`src/rtl/ex_ctrl_flags_reg.sv`:
```
`default_nettype none
// ============================================================================
//  Module      : ex_ctrl_flags_reg
//  Description : Decode->Execute control pipeline register plus the
//                architectural NZCV flags register. Stall holds both
//                registers; flush loads a bubble into the control register
//                only. The flags register closes the loop through the
//                E-stage condition logic (FlagsE out, FlagsD back in).
//  Options     : `define BUBBLE_CNT_EN adds a saturating bubble counter on
//                the BubbleCnt port.
//  Revision    : 1.0 - initial release
// ============================================================================
module ex_ctrl_flags_reg #(
  parameter logic [3:0] RESET_FLAGS = 4'b0000,
  parameter int         CNT_W       = 16
) (
  input  logic             clk,
  input  logic             reset_n,
  input  logic             StallE,
  input  logic             FlushE,
  input  logic [3:0]       CondD,
  input  logic [1:0]       FlagWriteD,
  input  logic             PCSrcD,
  input  logic             RegWriteD,
  input  logic             MemWriteD,
  input  logic             BranchD,
  input  logic [3:0]       FlagsD,
  output logic [3:0]       CondE,
  output logic [1:0]       FlagWriteE,
  output logic             PCSrcE,
  output logic             RegWriteE,
  output logic             MemWriteE,
  output logic             BranchE,
  output logic             ValidE,
  output logic [3:0]       FlagsE
`ifdef BUBBLE_CNT_EN
  ,
  output logic [CNT_W-1:0] BubbleCnt
`endif
);

  // A bubble uses AL rather than the reserved 1111 encoding so that the
  // downstream condition check always sees a defined condition.
  localparam logic [3:0] C_COND_BUBBLE = 4'b1110;

  logic [3:0] cond_q,      cond_d;
  logic [1:0] flagwrite_q, flagwrite_d;
  logic       pcsrc_q,     pcsrc_d;
  logic       regwrite_q,  regwrite_d;
  logic       memwrite_q,  memwrite_d;
  logic       branch_q,    branch_d;
  logic       valid_q,     valid_d;
  logic [3:0] flags_q,     flags_d;

  // Control next-state: flush (bubble) beats stall (hold) beats load.
  always_comb begin
    cond_d      = cond_q;
    flagwrite_d = flagwrite_q;
    pcsrc_d     = pcsrc_q;
    regwrite_d  = regwrite_q;
    memwrite_d  = memwrite_q;
    branch_d    = branch_q;
    valid_d     = valid_q;
    if (FlushE) begin
      cond_d      = C_COND_BUBBLE;
      flagwrite_d = 2'b00;
      pcsrc_d     = 1'b0;
      regwrite_d  = 1'b0;
      memwrite_d  = 1'b0;
      branch_d    = 1'b0;
      valid_d     = 1'b0;
    end else if (!StallE) begin
      cond_d      = CondD;
      flagwrite_d = FlagWriteD;
      pcsrc_d     = PCSrcD;
      regwrite_d  = RegWriteD;
      memwrite_d  = MemWriteD;
      branch_d    = BranchD;
      valid_d     = 1'b1;
    end
  end

  // Flags next-state: only a stall holds; the instruction leaving E on a
  // flush still commits its flags. A bubble has FlagWriteE=0 so the
  // condition logic returns FlagsD==FlagsE and nothing changes.
  always_comb begin
    flags_d = flags_q;
    if (!StallE) begin
      flags_d = FlagsD;
    end
  end

  // Control pipeline register with asynchronous reset to the bubble state.
  always_ff @(posedge clk or negedge reset_n) begin
    if (!reset_n) begin
      cond_q      <= C_COND_BUBBLE;
      flagwrite_q <= 2'b00;
      pcsrc_q     <= 1'b0;
      regwrite_q  <= 1'b0;
      memwrite_q  <= 1'b0;
      branch_q    <= 1'b0;
      valid_q     <= 1'b0;
    end else begin
      cond_q      <= cond_d;
      flagwrite_q <= flagwrite_d;
      pcsrc_q     <= pcsrc_d;
      regwrite_q  <= regwrite_d;
      memwrite_q  <= memwrite_d;
      branch_q    <= branch_d;
      valid_q     <= valid_d;
    end
  end

  // Architectural NZCV register.
  always_ff @(posedge clk or negedge reset_n) begin
    if (!reset_n) begin
      flags_q <= RESET_FLAGS;
    end else begin
      flags_q <= flags_d;
    end
  end

  assign CondE      = cond_q;
  assign FlagWriteE = flagwrite_q;
  assign PCSrcE     = pcsrc_q;
  assign RegWriteE  = regwrite_q;
  assign MemWriteE  = memwrite_q;
  assign BranchE    = branch_q;
  assign ValidE     = valid_q;
  assign FlagsE     = flags_q;

`ifdef BUBBLE_CNT_EN
  localparam logic [CNT_W-1:0] C_CNT_MAX = {CNT_W{1'b1}};

  logic [CNT_W-1:0] bubble_cnt_q, bubble_cnt_d;

  // Count flush edges regardless of stall, sticking at the maximum value.
  always_comb begin
    bubble_cnt_d = bubble_cnt_q;
    if (FlushE && (bubble_cnt_q != C_CNT_MAX)) begin
      bubble_cnt_d = bubble_cnt_q + 1'b1;
    end
  end

  // Bubble counter register; only reset clears it.
  always_ff @(posedge clk or negedge reset_n) begin
    if (!reset_n) begin
      bubble_cnt_q <= '0;
    end else begin
      bubble_cnt_q <= bubble_cnt_d;
    end
  end

  assign BubbleCnt = bubble_cnt_q;
`else
  // CNT_W only sizes the bubble counter; this tie-off keeps the parameter
  // referenced when the counter is not built.
  logic [CNT_W-1:0] unused_cnt_w;
  assign unused_cnt_w = '0;
`endif

endmodule
`default_nettype wire
```
`config.mk`:
```
export PLATFORM = sky130hd
export DESIGN_NAME = ex_ctrl_flags_reg
export DESIGN_NICKNAME = d
export VERILOG_FILES = /design/src/rtl/ex_ctrl_flags_reg.sv
export SDC_FILE = /design/constraint.sdc
export NUM_CORES = 1
export LEC_CHECK = 0
export BUFFER_PORTS_ARGS = -buffer_cell sky130_fd_sc_hd__buf_2
export CORE_MARGIN = 3
export CORE_UTILIZATION = 45
export CTS_BUF_LIST = sky130_fd_sc_hd__clkbuf_8 sky130_fd_sc_hd__clkbuf_16
export DETAILED_ROUTE_END_ITERATION = 12
export MAX_ROUTING_LAYER = met4
export PLACE_DENSITY_LB_ADDON = 0.25
export SLEW_MARGIN = 20
export SYNTH_ARGS = -nofsm -noshare
export SYNTH_HDL_FRONTEND = slang
export SYNTH_SLANG_ARGS = --single-unit
```
`constraint.sdc`:
```
create_clock -name clk -period 2.21 [get_ports clk]
set_clock_uncertainty 0.05 [all_clocks]
set_input_delay 0.1105 -clock clk [delete_from_list [all_inputs] [get_ports clk]]
set_output_delay 0.1105 -clock clk [all_outputs]
set_load 0.05 [all_outputs]
```
**Yosys cells after proc, flatten, opt, wreduce, memory -nomap -nowiden**

Index checks and enable logic that the tools add are counted.

- Bits in registers: 15
- Output and inout port bits: 15

- Equality and inequality tests: 1
- Multiplexer cells: 14

Operators by type and width:

| cell | count |
|---|---|
| 1-bit 2-to-1 mux | 10 |
| 4-bit 2-to-1 mux | 2 |
| 2-bit 2-to-1 mux | 2 |
| 2-bit by 1-bit inequality test with 1-bit output (second input constant) | 1 |

**Logic depth before layout (Yosys ltp)**

Gate-level depths: netlist of run 1.

- Depth in word-level cells: 2
- Gate-level depth with buffers: 4
- Mapped depth without buffers: 2

**Least setup slack after synthesis of run 1**

OpenSTA, ideal clock, no wires.

- Kind: register to register
- From: reg FlagsE[0] (netlist name)
- To: reg flags_q[0], in the netlist FlagsE[0]
- Library setup time: 0.125 ns
- Data arrival time: 0.866 ns
- Data required time: 2.035 ns
- Slack: 1.170 ns
- Cell stages (with the launch flop): 2
- Path buffers: 0
- Period minus slack after synthesis: 1.040 ns
- Path through: dfrtp_1 > mux2_2

RTL lines:

| what | line | text |
|---|---|---|
| end signal, assigned | 119 | `flags_q <= flags_d;` |
| end, declared | 53 | `logic [3:0] flags_q, flags_d;` |

**Worst setup path in the final report of run 1**

- From: reg cond_q[2], in the netlist CondE[2]
- To: out CondE[2]

RTL lines:

| what | line | text |
|---|---|---|
| start, declared | 46 | `logic [3:0] cond_q, cond_d;` |
| start signal, assigned | 104 | `cond_q <= cond_d;` |
| end, declared | 28 | `output logic [3:0] CondE,` |

No word-level cell between the ends.

==> impl_metrics.csv, run 1 <==
group,metric,value,unit
placement,dp_hpwl,835,microns
drt,dr.first_iter.drc_count,6,
critical_path,end_kind,"output port",
sta,period_minus_slack,1.18,ns
outcome,outcome,"complete, no violations",
drt,wire_per_inst,12.1,microns
layout,fin_util,68.0,%
synth,yosysUniqueCellTypes,12,
synth,synthesis.area,609,sq um
critical_path,worst-path-max-fanout,2,
hold_path,hold_path_class,"in -> reg",
sta,fmax,844,MHz
drt,drc,0,
sta,slew_violations,0,
layout,area_growth,32.4,%
layout,drive_gt1_share,53.8,%
global_route,globalRouteOverflowTotal,0,
placement,place_congestion,0.619,
synth,ys.flop_type,"dfrtp_1",
synth,synth_top_area_share,49.3,%
die,die_x,42.8,microns
synth,synth_cells,44,
global_route,grt_pass1_wl,1810,microns
die,start_util,51.4,%
synth,postSynthAreaPerCell,13.8,sq um
clock_network,htreeDepth,1,
critical_path,critical_path_class,"reg -> out",
power_and_ir_drop,leakagePower,0.440,nW
sta,hold_viol,0,
die,coreArea,0.00119,sq mm
die,rows,12,
placement,io_buffer_count,32,
drt,dr.pass1.iters,4,
global_route,track_usage,13.7,%
drt,via_per_inst,4.85,
sta,setup_tns,0,ns
global_route,grt_max_degree,19,
sta,tightest_slew,0.408,ns
critical_path,cp_cell_sequence,"buf_2",
synth,yosys_warnings,0,
run,max_cap_violations,0,
synth,synth.largest_area_cell,"dfrtp_1",
die,die_area,0.00183,sq mm
clock_network,cts_buffers,3,
synth,post-synth-top-count-cell,"dfrtp_1",
clock_network,cts.path.max_buffers,2,
sta,rsz0062_at_grt,"false",
clock_network,tritoncts,"done",
layout,fin_nets,97,
power_and_ir_drop,powerDensity,818,mW/mm^2
critical_path,slowest_delay,0.53,ns
synth,synth_edf_count,0,
synth,syn-num-nets,62,
clock_network,cts_sinks,15,
drt,drt-total-wl,1110,microns
critical_path,r2r-start,"FlagsE[2]",
die,io_pins,33,
die,die_h,42.8,microns
global_route,antenna_found_initial,0,
clock_network,clk_pin_slew,0.06,ns
hold_path,worstHoldStart,"FlagsD[3]",
sta,period_share,53.6,%
global_route,grt_pass1_vias,390,
clock_network,insertion_delay,0.24,ns
synth,synthTopCellsByArea,"dfrtp_1, dfstp_2, mux2i_1",
drt,ant_nets,0,
drt,vias,446,
sta,setup_viol,0,
layout,diodes,0,
synth,async_reset_ff_share,100,%
clock_network,cts-root-buf,"clkbuf_8",
synth,ys_ff_latch,15,
critical_path,worst_path_dominant_cell_family,"flip-flops",
critical_path,crit_required,2.05,ns
critical_path,crit_buf_inv,1,
synth,synth_common_cells,"dfrtp_1, mux2i_1, nor2_1",
synth,seq_area_frac_synth,62.2,%
power_and_ir_drop,vdd_drop_max,520,uV
critical_path,cp.arrival,1.02,ns
critical_path,crit_path_start_kind,"flip-flop",
sta,slew_headroom,72.8,%
critical_path,cp_slowest_cell,"dfstp_2",
critical_path,crit_start,"CondE[2]",
layout by cell type (no fill, tap or decap), types with 2 or more instances in the layout:
master,instances
buf_2,32
dfrtp_1,12
mux2i_1,7
nor2_1,7
mux2_2,4
dfstp_2,3
nor2b_1,3
a211o_1,3
clkbuf_8,3
inv_1,2
sequential cells by signal (all words and copies together) (netlist names):
name,count
RegWriteE,1
FlagsE,4
CondE,4
PCSrcE,1
ValidE,1
FlagWriteE,2
BranchE,1
MemWriteE,1
layout make-up:
type,instances,area [sq um]
fill,93,379
timing repair buffer,33,170
tap,14,17.5
inverter,1,3.75
clock inverter,1,3.75
multi-input combinational,25,191
sequential,15,379
clock buffer,3,41.3
metal layers:
metal | share of wire, % | vias up | global-route usage [%]
met5 | 0 | - | -
met4 | 1.3 | 0 | 7.45
met3 | 11 | 2 | 5.08
met2 | 41 | 26 | 16.2
met1 | 46 | 200 | 19.7
li1 | - | 218 | -
metrics by stage:
| stage | worst slack [ns] | area [sq um] | power, W | hold slack [ns] | std cells |
|---|---|---|---|---|---|
| after detailed placement | 1.19 | 752 | 0.000457 | -0.0226 | 87 |
| after global routing | 1.00 | 807 | 0.000693 | 0.0465 | 92 |
| after CTS | 1.02 | 807 | 0.000669 | 0.0441 | 92 |
| final | 1.03 | 807 | 0.000660 | 0.0486 | 92 |
| after floorplan | 1.17 | 609 | 0.000419 | -0.235 | 44 |
| after global placement | 1.20 | 752 | 0.000455 | -0.0256 | 87 |
logic make-up after synthesis:
kind of cell / Yosys count / share of synthesized area [%]
and+or+nand+nor: 10 / 7.39
buffers and inverters: 4 / 6.36
DFF: 15 / 62.2
muxes: 11 / 18.9
AOI/OAI and AO/OA: 4 / 5.13
power breakdown:
group	total [W]	leakage [nW]	internal, W	switching, W
Combinational	0.000146	0.229	0.0000430	0.000103
Sequential	0.000306	0.184	0.000297	0.00000873
Clock	0.000208	0.0269	0.000123	0.0000854
Total	0.000660	0.440	0.000463	0.000197
worst paths after layout:
| path | to | slack, ns | depth (start not counted) |
|---|---|---|---|
| max reg2reg | FlagsE[2] | 1.41 | 1 |
| max | CondE[2] | 1.03 | 1 |
| max in group asynchronous | CondE[2] | 1.58 | 2 |
| min in group asynchronous | ValidE | 0.24 | 2 |
| min reg2reg | FlagsE[0] | 0.45 | 1 |
| min | FlagsE[3] | 0.05 | 2 |
repair_timing:
action,in CTS,in global routing
hold buffers,1,0
endpoints found under the hold margin,15,0
gates resized for setup,0,0
setup buffers,0,0
Note: power is estimated with default switching activity, not from simulation.
==> run 2, diff against run 1 <==
--- a/config.mk
+++ b/config.mk
@@ -5,9 +5,11 @@
 export SDC_FILE = /design/constraint.sdc
 export NUM_CORES = 1
 export LEC_CHECK = 0
+export ABC_AREA = 1
 export BUFFER_PORTS_ARGS = -buffer_cell sky130_fd_sc_hd__buf_2
+export CORE_ASPECT_RATIO = 1.1
 export CORE_MARGIN = 3
-export CORE_UTILIZATION = 45
+export CORE_UTILIZATION = 42
 export CTS_BUF_LIST = sky130_fd_sc_hd__clkbuf_8 sky130_fd_sc_hd__clkbuf_16
 export DETAILED_ROUTE_END_ITERATION = 12
 export MAX_ROUTING_LAYER = met4
==> constraint.sdc (replaced) <==
create_clock -name clk -period 1.1 [get_ports clk]
set_clock_uncertainty 0.05 [all_clocks]
set_input_delay 0.055 -clock clk [delete_from_list [all_inputs] [get_ports clk]]
set_output_delay 0.055 -clock clk [all_outputs]
set_load 0.05 [all_outputs]
==> run 2 against run 1 <==
Non-clock buffer count increased by 8. Synthesized area increased by 3.9%. Global-route usage increased by 3.8 points. Largest power group unchanged. Die area increased by 9.7%. Combinational power increased by 130%. Core utilization decreased by 1.3 points. Flip-flop and latch count unchanged. Worst hold slack got worse by 0.046 ns. Setup slack got worse by 0.99 ns. Final area increased by 16%. Count of clock-buffer cells in the layout unchanged. Synthesized cell count increased by 61%.
==> impl_metrics.csv, run 2 <==
group,metric,value,unit
synth,async_reset_ff_share,100,%
power_and_ir_drop,powerDensity,1470,mW/mm^2
clock_network,cts_buffers,3,
synth,synth.largest_area_cell,"dfrtp_1",
global_route,globalRouteOverflowTotal,0,
critical_path,critical_path_class,"reg -> out",
critical_path,crit_buf_inv,1,
die,die_x,43.0,microns
sta,fmax,944,MHz
global_route,grt-busiest-layer,"met2",
layout,final_cells,129,
sta,slew_headroom,75.4,%
synth,synth_cells,71,
clock_network,htreeDepth,1,
synth,post-synth-top-count-cell,"nand2_1",
layout,drive_gt1_share,37.2,%
global_route,grtUsageMet1,20.1,%
global_route,grt_max_degree,22,
clock_network,cts_setup_buffers,0,
critical_path,crit_path_start_kind,"flip-flop",
die,io_pins,33,
synth,synth_edf_count,0,
sta,setup_tns,0,ns
die,start_util,45.2,%
synth,syn-num-nets,89,
placement,place_inst,116,
die,die_h,46.7,microns
sta,setup_viol,0,
layout,final_common_cell,"buf_2",
drt,vias,583,
synth,synthesis.area,633,sq um
drt,wire_per_inst,11.4,microns
drt,dr.first_iter.drc_count,8,
clock_network,insertion_delay,0.24,ns
hold_path,hold_path_class,"in -> reg",
critical_path,cp_slowest_cell,"dfstp_2",
global_route,antenna_found_initial,0,
die,coreArea,0.00140,sq mm
die,die_area,0.00201,sq mm
layout,final_cell_mix,"buf_2, nand2_1, dfrtp_1",
die,rows,14,
sta,period_share,96.3,%
power_and_ir_drop,p_total,0.00138,W
sta,hold_viol,0,
hold_path,holdPathStages,3,
run,max_cap_violations,0,
power_and_ir_drop,leakagePower,0.545,nW
placement,dp_hpwl,942,microns
synth,seq_area_frac_synth,59.9,%
sta,slew_violations,0,
drt,via_per_inst,4.52,
critical_path,slowest_delay,0.53,ns
critical_path,crit_start,"CondE[2]",
sta,rsz0062_at_grt,"false",
layout,diodes,0,
drt,drc,0,
critical_path,worst_path_dominant_cell_family,"flip-flops",
synth,synth_top_area_share,47.4,%
global_route,grtUsageMet3,3.91,%
critical_path,r2r_slack,0.27,ns
global_route,grt_pass1_wl,2460,microns
placement,io_buffer_count,32,
drt,ant_nets,0,
sta,period_minus_slack,1.06,ns
synth,synthTopCellsByArea,"dfrtp_1, nand2_1, dfstp_2",
layout,area_growth,47.8,%
global_route,grt_pass1_vias,552,
synth,postSynthAreaPerCell,8.92,sq um
outcome,outcome,"complete, no violations",
layout,fin_nets,132,
critical_path,end_kind,"output port",
clock_network,tritoncts,"done",
clock_network,cts-root-buf,"clkbuf_8",
placement,place_congestion,0.692,
synth,ys.flop_type,"dfrtp_1",
global_route,track_usage,17.5,%
synth,yosysUniqueCellTypes,13,
critical_path,cp.arrival,0.95,ns
critical_path,r2r-start,"CondE[1]",
critical_path,cp_cell_sequence,"buf_4",
hold_path,worstHoldStart,"FlagsD[0]",
critical_path,reg2reg_to,"CondE[1]",
global_route,met2_usage,29.0,%
sta,tightest_slew,0.368,ns
synth,yosys_warnings,0,
critical_path,worst-path-max-fanout,2,
clock_network,cts_sinks,15,
power_and_ir_drop,vdd_drop_max,1290,uV
critical_path,rr_worst_depth,2,
clock_network,clk_pin_slew,0.06,ns
synth,ys_ff_latch,15,
critical_path,crit_required,1.00,ns
synth,synth_common_cells,"nand2_1, dfrtp_1, nand3_1",
drt,dr.pass1.iters,4,
clock_network,cts.path.max_buffers,2,
drt,drt-total-wl,1470,microns
hold_path,min_to,"FlagsE[0]",
==> run 2: cell types whose count changed after synthesis, sizes merged, moves of 6 or more <==
| cell | before | now |
|---|---|---|
| mux2i | 7 | 0 |
| inv | 1 | 9 |
| nand2 | 0 | 28 |
| nor2 | 7 | 1 |
| nand3 | 0 | 10 |
==> run 2: timing repair <==
item | 4_1_cts | 5_1_grt
setup endpoints to repair | 3 | 3
gates resized for setup | 3 | 3
hold buffers | 9 | 0
pin swaps | 0 | 0
endpoints found under the hold margin | 23 | 0
==> run 2: worst max-delay path by stage <==
stage | end | slack, ns | cells after the start
after floorplan | CondE[1] | 0.15 | 2
after global placement | CondE[3] | 0.24 | 1
after detailed placement | CondE[1] | 0.24 | 1
after CTS | CondE[1] | 0.03 | 1
after global routing | PCSrcE | 0.002 | 5
final | CondE[2] | 0.04 | 1
==> run 2: cell type report <==
class / instances / area (sq um)
Tap cell: 16 / 20.0
Clock buffer: 3 / 41.3
Sequential cell: 15 / 379
Clock inverter: 1 / 3.75
Inverter: 9 / 36.3
Fill cell: 120 / 465
Timing Repair Buffer: 41 / 262
Multi-Input combinational cell: 44 / 194
==> run 2: kinds of logic after synthesis <==
| kind of cell | Yosys count | synth area share [%] |
|---|---|---|
| simple gates | 39 | 26.7 |
| flops | 15 | 59.9 |
| buf+inv | 12 | 9.48 |
| compound gates | 5 | 3.95 |
==> run 2: routing by layer <==
layer | vias to the layer above | wire, microns
met5 | - | 0
met4 | 0 | 17
met3 | 2 | 106
met2 | 19 | 738
met1 | 261 | 611
li1 | 301 | -
==> run 2: per-stage QoR <==
step	area (sq um)	utilization (%)	setup slack (ns)	hold WS, ns
4_1_cts	930	66.3	0.0263	0.00486
3_5_place_dp	787	56.2	0.236	-0.0747
5_1_grt	936	66.8	0.00199	0.0162
3_3_place_gp	787	56.2	0.240	-0.0752
6_report	936	66.8	0.0403	0.00307
2_1_floorplan	633	-	0.151	-0.291
==> run 2: power by group <==
group | switching (W) | internal, W | leakage [nW]
Combinational | 0.000229 | 0.0000996 | 0.332
Sequential | 0.0000204 | 0.000599 | 0.186
Clock | 0.000181 | 0.000246 | 0.0269
==> run 3, diff against run 2 <==
--- a/config.mk
+++ b/config.mk
@@ -6,8 +6,7 @@
 export NUM_CORES = 1
 export LEC_CHECK = 0
 export ABC_AREA = 1
-export BUFFER_PORTS_ARGS = -buffer_cell sky130_fd_sc_hd__buf_2
-export CORE_ASPECT_RATIO = 1.1
+export BUFFER_PORTS_ARGS = -buffer_cell sky130_fd_sc_hd__buf_4
 export CORE_MARGIN = 3
 export CORE_UTILIZATION = 42
 export CTS_BUF_LIST = sky130_fd_sc_hd__clkbuf_8 sky130_fd_sc_hd__clkbuf_16
==> run 3 against run 2 <==
Non-clock buffer count unchanged. Largest cell class unchanged. Combinational power increased by 13%. Flip-flop and latch count unchanged. Final area increased by 8.7%. Sequential share of layout area decreased by 3.2 points. Register-to-register slack improved by 0.02 ns. Highest routed layer unchanged. Critical path depth unchanged. Clock power about the same. Sequential power increased by 0.6%. Total power increased by 3.3%.
==> impl_metrics.csv, run 3 (synthesis gave the netlist of run 2 again) <==
group,metric,value,unit
outcome,outcome,"complete, no violations",
global_route,grt-busiest-layer,"met2",
global_route,grt_pass1_vias,607,
layout,fin_area,0.00102,sq mm
die,die_area,0.00201,sq mm
layout,final_cell_mix,"buf_4, nand2_1, dfrtp_1",
placement,place_inst,115,
clock_network,htreeDepth,1,
critical_path,crit_required,1.00,ns
critical_path,critical_path_class,"reg -> out",
die,start_util,46.9,%
sta,period_share,95.8,%
power_and_ir_drop,vdd_drop_max,914,uV
sta,hold_viol,0,
die,die_h,44.8,microns
sta,setup_viol,0,
critical_path,crit_path_start_kind,"flip-flop",
global_route,globalRouteOverflowTotal,0,
drt,drc,0,
power_and_ir_drop,p_total,0.00142,W
hold_path,hold_path_class,"in -> reg",
critical_path,cp_cell_sequence,"buf_6",
clock_network,tritoncts,"done",
placement,place_congestion,0.676,
layout,seq_area,379,sq um
drt,via_per_inst,4.71,
clock_network,cts-root-buf,"clkbuf_8",
layout,fillers,104,
global_route,grt_pass1_wl,2510,microns
sta,slew_headroom,84.7,%
global_route,grtUsageMet3,3.98,%
clock_network,cts_buffers,3,
sta,fmax,948,MHz
critical_path,slowest_delay,0.55,ns
global_route,antenna_found_initial,0,
layout,multi_input_area,199,sq um
clock_network,cts_sinks,15,
global_route,track_usage,18.0,%
critical_path,cp_slowest_cell,"dfstp_2",
run,max_cap_violations,0,
die,coreArea,0.00135,sq mm
drt,drt-total-wl,1510,microns
drt,wire_per_inst,11.8,microns
drt,dr.first_iter.drc_count,17,
placement,dp_hpwl,996,microns
placement,io_buffer_count,32,
layout,diodes,0,
die,die_x,44.8,microns
placement,dpl_cell_area,866,sq um
drt,vias,603,
layout,fin_nets,132,
global_route,grt_max_degree,22,
critical_path,cp.arrival,0.95,ns
sta,hold_ws,0.00637,ns
power_and_ir_drop,leakagePower,0.568,nW
layout,final_cells,128,
sta,tightest_slew,0.229,ns
sta,setup_tns,0,ns
sta,slew_violations,0,
critical_path,worst_path_dominant_cell_family,"flip-flops",
layout,drive_gt1_share,37.2,%
critical_path,worst-path-max-fanout,2,
clock_network,insertion_delay,0.24,ns
die,io_pins,33,
clock_network,cts.path.max_buffers,2,
layout,final_common_cell,"buf_4",
critical_path,crit_buf_inv,1,
sta,period_minus_slack,1.05,ns
global_route,grtUsageMet1,19.7,%
global_route,met2_usage,30.7,%
power_and_ir_drop,powerDensity,1400,mW/mm^2
die,rows,13,
drt,ant_nets,0,
clock_network,clk_pin_slew,0.06,ns
critical_path,end_kind,"output port",
drt,dr.pass1.iters,6,
layout,area_growth,60.7,%
[run 3: cell types whose count changed in the layout (fill, tap and decap cells not counted)]
cell / delta
buf_6: +2
inv_4: -1
buf_2: -29
nor2_2: -1
inv_2: +1
buf_4: +27
nor2_4: +1
[run 3: final timing paths]
| check | from | endpoint | slack [ns] | cells after the start |
|---|---|---|---|---|
| min reg2reg | FlagsE[3] | FlagsE[3] | 0.44 | 2 |
| min | FlagsD[3] | FlagsE[3] | 0.006 | 3 |
| min in group asynchronous | reset_n | FlagsE[3] | 0.15 | 2 |
| max | CondE[1] | CondE[1] | 0.05 | 1 |
| max reg2reg | CondE[1] | CondE[1] | 0.29 | 2 |
| max in group asynchronous | reset_n | CondE[1] | 0.61 | 2 |
[run 3: where the power goes]
part           internal (W)  leakage [nW]  switching, W
sequential         0.000599         0.186     0.0000234
clock              0.000247        0.0269      0.000181
combinational      0.000139         0.355      0.000232
[run 3: routing by layer]
layer  vias to the layer above  share of wire, %
met5                         -                 0
met4                         0               1.5
met3                         4               7.6
met2                        26                52
met1                       273                39
li1                        300                 -
[run 3: timing repair]
item / in CTS / in global routing
hold endpoints to repair: 23 / 0
resized for setup: 0 / 4
hold buffers: 9 / 0
setup buffers: 0 / 0
setup endpoints to repair: 0 / 4
[run 3: through the flow]
step	setup slack (ns)	utilization, %
6_report	0.0457	75.3
5_1_grt	-0.00276	75.3
4_1_cts	0.0269	74.1
3_5_place_dp	0.298	64.1
3_3_place_gp	0.303	64.1
2_1_floorplan	0.151	-
[run 3: area by class of cell]
cell class | count | share of cell area (%)
flip-flops and latches | 15 | 37.3
well taps | 15 | 1.85
clock buffers | 3 | 4.06
multi-input cells | 44 | 19.6
inverters | 9 | 3.32
clock inverters | 1 | 0.369
repair buffers | 41 | 33.6
[run 3: tightest hold or removal path: cells and delay by family]
kind	cells	cell delay, ns
compound gates	1	0.06
buf+inv	2	0.14
